`src/rtl/spi_arb.sv`:
```
// spi_arb: round-robin arbiter that lets two requesters share one SPI master, holding configuration stable around enable.
// Optional build macro SPI_ARB_TIMEOUT_EN adds a TIMEOUT_W-bit RUN watchdog (abort with err and rx_data = 8'hFF).
module spi_arb #(
  parameter int TIMEOUT_W = 12
) (
  input  logic       clk,
  input  logic       rst_n,
  input  logic       req0,
  input  logic       req1,
  input  logic [7:0] req0_data,
  input  logic [7:0] req1_data,
  input  logic [1:0] req0_mode,
  input  logic [1:0] req1_mode,
  input  logic [7:0] req0_br,
  input  logic [7:0] req1_br,
  output logic       done0,
  output logic       done1,
  output logic [7:0] rx_data,
  output logic       err,
  output logic       busy,
  output logic [7:0] m_data,
  output logic [7:0] m_spcon,
  output logic [7:0] m_spibr,
  input  logic       m_done,
  input  logic [7:0] m_rxdata,
  output logic [1:0] dbg_state_o
);

  // Handshake: reqN is a level request sampled only in IDLE; the requester keeps it high until it
  // sees its one-cycle doneN. m_done/m_rxdata are a single-cycle strobe honoured only in RUN.
  typedef enum logic [1:0] {IDLE = 2'd0, LOAD = 2'd1, RUN = 2'd2, DONE = 2'd3} state_t;

  state_t     state_q, state_d;
  logic       ptr_q, ptr_d;
  logic       sel_q, sel_d;
  logic       gnt;
  logic       fin;
  logic [7:0] fin_rx;
  logic [7:0] m_data_q, m_data_d;
  logic [7:0] m_spibr_q, m_spibr_d;
  logic [7:0] rx_data_q, rx_data_d;
  logic [2:0] spcon_q, spcon_d;
  logic       done0_q, done0_d;
  logic       done1_q, done1_d;
  logic       busy_q, busy_d;
`ifdef SPI_ARB_TIMEOUT_EN
  logic                 err_q, err_d;
  logic [TIMEOUT_W-1:0] cnt_q, cnt_d, cnt_inc;

  assign cnt_inc = cnt_q + 1'b1;
`endif

  always_comb begin
    state_d   = state_q;
    ptr_d     = ptr_q;
    sel_d     = sel_q;
    m_data_d  = m_data_q;
    m_spibr_d = m_spibr_q;
    spcon_d   = spcon_q;
    rx_data_d = rx_data_q;
    done0_d   = 1'b0;
    done1_d   = 1'b0;
    fin       = 1'b0;
    fin_rx    = m_rxdata;
`ifdef SPI_ARB_TIMEOUT_EN
    err_d     = 1'b0;
    cnt_d     = cnt_q;
`endif
    // ptr_q = 0 favours requester 0 when both request.
    gnt = (req0 & req1) ? ptr_q : req1;

    unique case (state_q)
      IDLE: begin
        if (req0 | req1) begin
          sel_d     = gnt;
          m_data_d  = gnt ? req1_data : req0_data;
          m_spibr_d = gnt ? req1_br : req0_br;
          spcon_d   = {(gnt ? req1_mode : req0_mode), 1'b0};
          state_d   = LOAD;
        end
      end
      LOAD: begin
        spcon_d[0] = 1'b1;
        state_d    = RUN;
`ifdef SPI_ARB_TIMEOUT_EN
        cnt_d      = '0;
`endif
      end
      RUN: begin
        if (m_done) begin
          fin = 1'b1;
        end
`ifdef SPI_ARB_TIMEOUT_EN
        else if (cnt_inc == '1) begin
          fin    = 1'b1;
          fin_rx = 8'hFF;
          err_d  = 1'b1;
        end else begin
          cnt_d = cnt_inc;
        end
`endif
      end
      DONE:    state_d = IDLE;
      default: state_d = IDLE;
    endcase

    if (fin) begin
      state_d    = DONE;
      spcon_d[0] = 1'b0;
      rx_data_d  = fin_rx;
      done0_d    = ~sel_q;
      done1_d    = sel_q;
      ptr_d      = ~sel_q;
    end

    busy_d = (state_d != IDLE);
  end

  always_ff @(posedge clk or negedge rst_n) begin
    if (!rst_n) begin
      state_q   <= IDLE;
      ptr_q     <= 1'b0;
      sel_q     <= 1'b0;
      m_data_q  <= '0;
      m_spibr_q <= '0;
      spcon_q   <= '0;
      rx_data_q <= '0;
      done0_q   <= 1'b0;
      done1_q   <= 1'b0;
      busy_q    <= 1'b0;
    end else begin
      state_q   <= state_d;
      ptr_q     <= ptr_d;
      sel_q     <= sel_d;
      m_data_q  <= m_data_d;
      m_spibr_q <= m_spibr_d;
      spcon_q   <= spcon_d;
      rx_data_q <= rx_data_d;
      done0_q   <= done0_d;
      done1_q   <= done1_d;
      busy_q    <= busy_d;
    end
  end

`ifdef SPI_ARB_TIMEOUT_EN
  always_ff @(posedge clk or negedge rst_n) begin
    if (!rst_n) begin
      err_q <= 1'b0;
      cnt_q <= '0;
    end else begin
      err_q <= err_d;
      cnt_q <= cnt_d;
    end
  end

  assign err = err_q;
`else
  assign err = 1'b0;
`endif

  assign done0       = done0_q;
  assign done1       = done1_q;
  assign rx_data     = rx_data_q;
  assign busy        = busy_q;
  assign m_data      = m_data_q;
  assign m_spibr     = m_spibr_q;
  assign m_spcon     = {5'b00000, spcon_q};
  assign dbg_state_o = state_q;

endmodule

```
`config.mk`:
```
export PLATFORM = sky130hd
export DESIGN_NAME = spi_arb
export DESIGN_NICKNAME = d
export VERILOG_FILES = /design/src/rtl/spi_arb.sv
export SDC_FILE = /design/constraint.sdc
export NUM_CORES = 1
export LEC_CHECK = 0
export ABC_AREA = 0
export CAP_MARGIN = 20
export CORE_MARGIN = 1
export CORE_UTILIZATION = 41
export CTS_BUF_LIST = sky130_fd_sc_hd__clkbuf_4
export DETAILED_ROUTE_END_ITERATION = 12
export GPL_TIMING_DRIVEN = 0
export PLACE_DENSITY = 0.9
export SLEW_MARGIN = 20
export SYNTH_ARGS = -nofsm -noshare
export SYNTH_HDL_FRONTEND = slang
export SYNTH_SLANG_ARGS = --single-unit
```
`constraint.sdc`:
```
create_clock -name clk -period 1.7 [get_ports clk]
set_input_delay 0.34 -clock clk [delete_from_list [all_inputs] [get_ports clk]]
set_output_delay 0.34 -clock clk [all_outputs]
set_load 0.05 [all_outputs]
```
Word-level counts from Yosys, hierarchy flattened
Index checks and enable logic that the tools add are counted.
W data, S select, Z words.
{"block": "word_totals", "inputBits": 49, "output_inout_bits": 38, "register_bits": 34, "wordCells": 37}
{"block": "classes", "muxes": 14, "n_eq_ne": 4, "n_bitwise": 3, "reduce_logical": 5}
{"cell": "$mux W8", "n": 2}
{"cell": "$mux W1", "n": 7}
{"cell": "$mux W2", "n": 3}
{"cell": "$pmux W2 S3", "n": 1}
{"cell": "$eq A2 B2 Y1 const B", "n": 2}
{"cell": "$reduce_and A2 Y1", "n": 2}
{"cell": "$ne A3 B3 Y1 const B", "n": 1}
{"cell": "$reduce_bool A3 Y1", "n": 1}
{"cell": "$eq A2 B1 Y1 const B", "n": 1}
{"cell": "$logic_not A2 Y1", "n": 1}
{"cell": "$pmux W1 S2", "n": 1}
{"cell": "$reduce_bool A2 Y1", "n": 1}
{"cell": "$and A1 B1 Y1", "n": 1}
{"cell": "$not A1 Y1", "n": 1}
{"cell": "$or A1 B1 Y1", "n": 1}

Depth between registers and ports, before layout
Gate-level depths: netlist of the first run.
{"block": "depth", "word_depth": 5, "depth_mapped": 7, "ltp_nobuf": 5}

Worst setup path before layout of the first run
No wires, ideal clock.
{"block": "synth_path", "kind": "flip-flop to flip-flop", "from": "register state_q[0], in the netlist dbg_state_o[0]", "to": "register rx_data_q[2], in the netlist rx_data[2]", "t_arrival_ps": 1707, "setup_ps": 125, "path_slack_ps": -132, "required_ps": 1575, "synth_period_minus_slack_ps": 1832, "n_path_buf": 1, "path_stages_with_launch": 6, "cell_sequence": "dfrtp_1 > inv_1 > ha_1 > nand2_1 > buf_2 > mux2_2"}
{"block": "synth_between", "elab_chain_len": 2}
{"element": "start: declaration", "line_no": "33", "rtl": "state_t state_q, state_d;"}
{"element": "start signal: assignment", "line_no": "132", "rtl": "state_q <= state_d;"}
{"element": "$eq A2 B2 Y1", "line_no": "72", "rtl": "unique case (state_q)"}
{"element": "$mux W1", "line_no": "72"}
{"element": "end signal: assignment", "line_no": "138", "rtl": "rx_data_q <= rx_data_d;"}
{"element": "end: declaration", "line_no": "41", "rtl": "logic [7:0] rx_data_q, rx_data_d;"}
Every way passes these cells.
A chain may end at the register's enable or synchronous reset.

Worst setup path after layout of the first run
{"block": "layout_path", "from": "register state_q[1], in the netlist dbg_state_o[1]", "to": "output port dbg_state_o[1]"}
{"element": "end: declaration", "line_no": "26", "rtl": "output logic [1:0] dbg_state_o"}
No word-level cell between the ends.

==> results by group, run 1 <==
Clock tree
  – Clk slew on worst S/H paths: 0.10 ns
  – CTS tree: built
  – H-tree levels: 2
  – Clock Latency Late Sink: 0.35 ns
  – CTS buffer count: 5
  – CTS root buf: clkbuf_4
  – Bufs on Longest Clock Path: 2
  – Sink Count: 34

Synth
  – Synthesized area: 1660 um2
  – Synthesized area per cell: 10.4 um2
  – Register area share after synthesis: 51.3%
  – Gate Count Post-Synth: 159
  – Ys Warns: 0
  – FF+latch count, synth: 34
  – Yosys cell types: 25

Global routing
  – Initial antenna violation count: 0
  – Total grt overflow: 0
  – First-pass GRT wire length: 6630 um
  – Vias in the first global route: 1424
  – Largest net degree at the start of global routing: 33
  – Total GRT Usage: 20.7%

Worst setup path
  – Crit Path Category: reg -> out
  – Crit-path max cell delay: around 0.55 ns
  – Crit path cell chain: dlygate4sd2_1
  – Crit path max fanout: 4
  – R2R setup slack: 0.12 ns
  – Reg2Reg Depth: 5
  – Crit path required time: 1.36 ns
  – Critical R2R Capture: rx_data[5]
  – CP Launch Point: dbg_state_o[1]
  – Slowest CP cell: dlygate4sd2_1
  – CP top delay family: buffers and inverters
  – Startpoint types: register
  – Critical R2R Launch: dbg_state_o[0]
  – CP arrival: around 1.3 ns
  – Worst Path Buf+Inv: 1
  – Critical Path Sink: dbg_state_o[1]
  – Levels on crit path: 1
  – Critical Path End Type: output pin

Placed design
  – Routability cong.: 0.749
  – Placed Cells: 293
  – Dpl cell area: 2550 um2
  – Buffers on Ports: 80
  – Post-DP HPWL: between 2000 and 3000 um

Floorplanning
  – Number of I/O pins: 87
  – Die ar.: 4300 um2
  – # rows: 22
  – Die X: 65.6 um
  – Starting density of the core: 44.0%
  – Core box area: 3770 um2
  – Height of the die: about 66 um

Route
  – DR vias: 1502
  – Total Wirelength: 4110 um
  – Iter 0 DRT Violations: 94
  – Post-route DRC: 0
  – Via density per instance: 4.97
  – Post-route antenna net violation count: 0
  – WL/cell: 13.6 um
  – Drt first pass iters: 4

Timing
  – Worst clock skew: roughly 0.015 ns
  – Max Clock Freq: 0.614 GHz
  – Worst relative slew slack: between 60% and 70%
  – Total negative slack: 0 ns
  – RSZ-0062 raised after global routing: false
  – Final Hold Viols: 0
  – Minimum clock period: 1.63 ns
  – Worst slew pin tran: a little over 0.5 ns
  – Final setup violation count: 0
  – Slew Viols, Final: 0
  – Final worst path period share: 95.8%

Final layout
  – Share of cells above drive strength 1: 18.9%
  – Fin cells: 302
  – NumNets Final: around 300
  – Fin area: about 2600 um2
  – Most common cell after layout, fill and taps aside: clkdlybuf4s50_1
  – Commonest cells after routing, fill and taps aside: clkdlybuf4s50_1, dfrtp_1, dlygate4sd2_1, nand3_1, a31oi_1
  – N_diodes: 0
  – Area grow syn2layout: 55.6%
  – Fin util: between 60% and 70%
  – Fill count: 301

Power and ir drop
  – PnR Total Power: 4.93 mW
  – Static leakage: 1.14 nW
  – IR Drop Worst-Case VDD: 1.06 mV
  – Ratio of total power to cell area: 1910 nW/um2

Flow run
  – Max capacitance violation total: 0

Min path
  – Min-Delay Path Class: in -> async

Outcome
  – Status: completed
[synth_stat cells]
library cell	number	share of area [%]
nand2b_1	1	0.38
nand3_1	19	5.7
buf_2	3	0.91
a21oi_1	1	0.30
nand2_1	2	0.45
o21ai_1	10	3.0
mux2_2	9	6.1
buf_12	1	1.2
a31oi_1	18	6.8
conb_1	1	0.23
o22ai_1	1	0.38
clkbuf_4	1	0.45
buf_6	3	2.0
inv_1	4	0.91
a22oi_1	1	0.45
o21ba_2	1	0.60
nor2_1	13	2.9
o21a_1	1	0.45
nor2_2	10	3.8
nand3b_1	1	0.45
and2b_2	1	0.53
ha_1	5	3.8
o21ai_0	9	2.7
buf_4	9	4.1
dfrtp_1	34	51
[cell type report]
cell class / count / area (um2) / area share, %
clock buffer: 6 / 45.0 / 1.75
sequential: 34 / 852 / 33.0
clock inverter: 2 / 8.76 / 0.339
multi-input combinational: 109 / 667 / 25.8
timing repair buffer: 82 / 786 / 30.5
inverter: 4 / 15.0 / 0.582
buffer: 17 / 146 / 5.67
tap: 48 / 60.1 / 2.33
[cells by family after synthesis]
logic type	after synthesis	synth area share, %
simple gates	47	14.3
compound gates	42	14.7
flops	34	51.3
buf+inv	21	9.58
mux	9	6.11
fa+ha+maj	5	3.77
other cells	1	0.226
[sequential cells by signal, indices dropped and copies added, names as in the netlist]
name         count
m_data           8
ptr_q            1
sel_q            1
m_spibr          8
done1            1
dbg_state_o      2
done0            1
busy             1
rx_data          8
spcon_q          3
[stage by stage]
step / hold WS [ns] / worst slack, ns
after floorplan: 0.0444 / 0.0198
after global placement: 0.415 / -0.524
after detailed placement: 0.149 / 0.0299
after CTS: 0.315 / 0.0433
after global routing: 0.341 / 0.0121
final: 0.343 / 0.0721
[worst min path at each step]
stage	startpoint	end	slack (ns)	depth (start not counted)
floorplan	rst_n	busy	0.04	0
global placement	sel_q	done0	0.41	1
detailed placement	rst_n	m_data[4]	0.15	1
CTS	rst_n	m_spibr[0]	0.31	2
global route	rst_n	m_data[4]	0.34	2
finish	rst_n	m_data[4]	0.34	2
[layer usage]
metal  GRT usage [%]  vias up  part of all wire, %
met5               0        -                    0
met4            6.52        0                  1.2
met3            5.90        7                  6.7
met1            25.9      701                   45
li1                -      739                    -
met2            34.3       55                   47
[power breakdown]
part           switching, mW  leakage, nW  internal (mW)
combinational           2.08        0.717          0.998
sequential             0.211        0.391           1.21
clock                  0.271       0.0331          0.171
total                   2.56         1.14           2.37
[what timing repair did]
item | in CTS | in global routing
setup endpoints to repair | 32 | 1
hold endpoints to repair | 34 | 0
setup buffers | 0 | 0
pin swaps | 0 | 0
cloned | 0 | 0
hold buffers | 1 | 0
resized for setup | 32 | 1
Power figures use the tool's default switching activity.
==> run 2, diff against run 1 <==
--- a/config.mk
+++ b/config.mk
@@ -12,7 +12,7 @@
 export CTS_BUF_LIST = sky130_fd_sc_hd__clkbuf_4
 export DETAILED_ROUTE_END_ITERATION = 12
 export GPL_TIMING_DRIVEN = 0
-export PLACE_DENSITY = 0.9
+export PLACE_DENSITY = 0.91
 export SLEW_MARGIN = 20
 export SYNTH_ARGS = -nofsm -noshare
 export SYNTH_HDL_FRONTEND = slang
==> run 2 against run 1 <==
Effect of this change: power shrank 0.25%; clock-buffer cell count up 1; combinational power is essentially flat; clock power hardly changed; highest routed layer unchanged.
==> results by group, run 2 (same netlist as run 1, synthesis figures left out) <==
Outcome
  – Status: completed (unchanged)

Timing
  – Worst relative slew slack: 66.0% (about the same)
  – Total negative slack: 0 ns (unchanged)
  – RSZ-0062 raised after global routing: false (unchanged)
  – Setup slack after layout: 0.0915 ns (was 0.0721 ns)
  – Worst slew pin tran: 0.512 ns (about the same)
  – Final setup violation count: 0 (unchanged)
  – Final Hold Viols: 0 (unchanged)
  – Hold_ws: 0.331 ns (was 0.343 ns)
  – Final worst path period share: 94.6% (was 95.8%)
  – Slew Viols, Final: 0 (unchanged)
  – Max Clock Freq: 0.622 GHz (was 0.614 GHz)
  – Minimum clock period: 1.61 ns (was 1.63 ns)
  – Worst clock skew: 0.00858 ns (was 0.0151 ns)

Min path
  – Min-Delay Path Class: in -> async (unchanged)

Final layout
  – Most common cell after layout, fill and taps aside: clkdlybuf4s50_1 (unchanged)
  – Fin util: 68.4% (about the same)
  – Commonest cells after routing, fill and taps aside: clkdlybuf4s50_1, dfrtp_1, dlygate4sd2_1, nand3_1, a31oi_1 (unchanged)
  – Fin cells: 301 (was 302)
  – Fin area: 2580 um2 (about the same)
  – N_diodes: 0 (unchanged)
  – Area grow syn2layout: 55.5% (was 55.6%)
  – NumNets Final: 307 (unchanged)
  – Share of cells above drive strength 1: 19.4% (was 18.9%)

Power and ir drop
  – Clock group share of total power: 8.9% (was 9.0%)
  – Gate power share: 62.3% (about the same)
  – Reg power frac: 28.7% (about the same)
  – Sw Share: 51.4% (was 51.9%)
  – IR Drop Worst-Case VDD: 0.985 mV (was 1.06 mV)
  – PnR Total Power: 4.92 mW (was 4.93 mW)
  – Ratio of total power to cell area: 1910 nW/um2 (about the same)
  – Static leakage: 1.14 nW (about the same)
  – Power Internal: 2.39 mW (was 2.37 mW)
  – Sw Pwr: 2.53 mW (was 2.56 mW)

Route
  – DR vias: 1509 (was 1502)
  – Post-route antenna net violation count: 0 (unchanged)
  – WL/cell: 13.6 um (about the same)
  – Drt first pass iters: 4 (unchanged)
  – Iter 0 DRT Violations: 105 (was 94)
  – Total Wirelength: 4080 um (was 4110 um)
  – Via density per instance: 5.01 (was 4.97)
  – Post-route DRC: 0 (unchanged)

Worst setup path
  – Startpoint types: register (unchanged)
  – Critical Path End Type: output pin (unchanged)
  – Critical R2R Launch: dbg_state_o[0] (unchanged)
  – Crit Path Category: reg -> out (unchanged)
  – Crit path cell chain: dlygate4sd2_1 (unchanged)
  – CP arrival: 1.27 ns (was 1.29 ns)
  – Worst Path Buf+Inv: 1 (unchanged)
  – Crit path max fanout: 4 (unchanged)
  – CP top delay family: buffers and inverters (unchanged)
  – Crit-path max cell delay: 0.55 ns (about the same)
  – Critical R2R Capture: rx_data[4] (was rx_data[5])
  – Crit path required time: 1.36 ns (about the same)
  – Reg2Reg Depth: 5 (unchanged)
  – Slowest CP cell: dlygate4sd2_1 (unchanged)
  – R2R setup slack: 0.14 ns (was 0.12 ns)

Placed design
  – Routability cong.: 0.733 (was 0.749)
  – Placed Cells: 293 (unchanged)
  – Buffers on Ports: 80 (unchanged)
  – Place WS: 0.0234 ns (was 0.0299 ns)
  – Dpl cell area: 2550 um2 (unchanged)
  – Post-DP HPWL: 3050 um (was 2930 um)

Clock tree
  – Sink Count: 34 (unchanged)
  – CTS tree: built (unchanged)
  – CTS buffer count: 5 (unchanged)
  – Bufs on Longest Clock Path: 2 (unchanged)
  – Clk slew on worst S/H paths: 0.10 ns (about the same)
  – Clock Latency Late Sink: 0.32 ns (was 0.35 ns)
  – H-tree levels: 2 (unchanged)
  – CTS root buf: clkbuf_4 (unchanged)

Global routing
  – Vias in the first global route: 1458 (was 1424)
  – Total grt overflow: 0 (unchanged)
  – Total GRT Usage: 20.3% (was 20.7%)
  – First-pass GRT wire length: 6510 um (was 6630 um)
  – Initial antenna violation count: 0 (unchanged)
  – Largest net degree at the start of global routing: 33 (unchanged)

Floorplanning
  – # rows: 22 (unchanged)
  – Core box area: 3770 um2 (unchanged)
  – Die X: 65.6 um (unchanged)
  – Starting density of the core: 44.0% (unchanged)
  – Number of I/O pins: 87 (unchanged)
  – Height of the die: 65.6 um (unchanged)
  – Die ar.: 4300 um2 (unchanged)

Flow run
  – Max capacitance violation total: 0 (unchanged)
-- run 2: changes by cell type in the layout (fill, tap and decap cells not counted) --
cell | previous run | this run
ha_2 | 0 | 1
ha_1 | 5 | 4
buf_2 | 3 | 4
clkinv_1 | 1 | 0
clkinv_2 | 1 | 0
-- run 2: layout make-up --
class	instances	area, um2
Timing Repair Buffer	82	786
Inverter	4	15.0
Multi-Input combinational cell	109	669
Fill cell	321	1190
Tap cell	48	60.1
Buffer	17	144
Sequential cell	34	852
Clock buffer	7	52.6
-- run 2: worst max-delay path by stage --
stage                              start             end  slack (ns)  depth (start not counted)
after floorplan           dbg_state_o[1]      spcon_q[0]        0.02                          4
after global placement             rst_n  dbg_state_o[0]       -0.53                          1
after detailed placement            req1      m_spibr[6]        0.02                          5
after CTS                 dbg_state_o[1]  dbg_state_o[1]        0.07                          1
after global routing      dbg_state_o[1]  dbg_state_o[1]       0.007                          1
final                     dbg_state_o[1]  dbg_state_o[1]        0.09                          1
-- run 2: routing by layer --
layer / wire, um / GRT usage, %
met1: 1680 / 23.4
met2: 2120 / 35.4
met3: 231 / 6.42
met4: 55 / 6.52
met5: 0 / 0
-- run 2: power by group through the flow --
stage          logic, mW  clock network, mW  registers [mW]
2_1_floorplan      0.971                  0            2.72
3_3_place_gp        3.28                  0            1.43
5_1_grt             3.26              0.505            1.46
3_5_place_dp        3.34                  0            1.45
6_report            3.07              0.440            1.41
4_1_cts             3.09              0.462            1.42
-- run 2: repair_timing --
action,in CTS,in global routing
setup endpoints to repair,32,1
endpoints found under the hold margin,34,0
resized for setup,32,1
hold buffers,1,0
buffers inserted,0,0
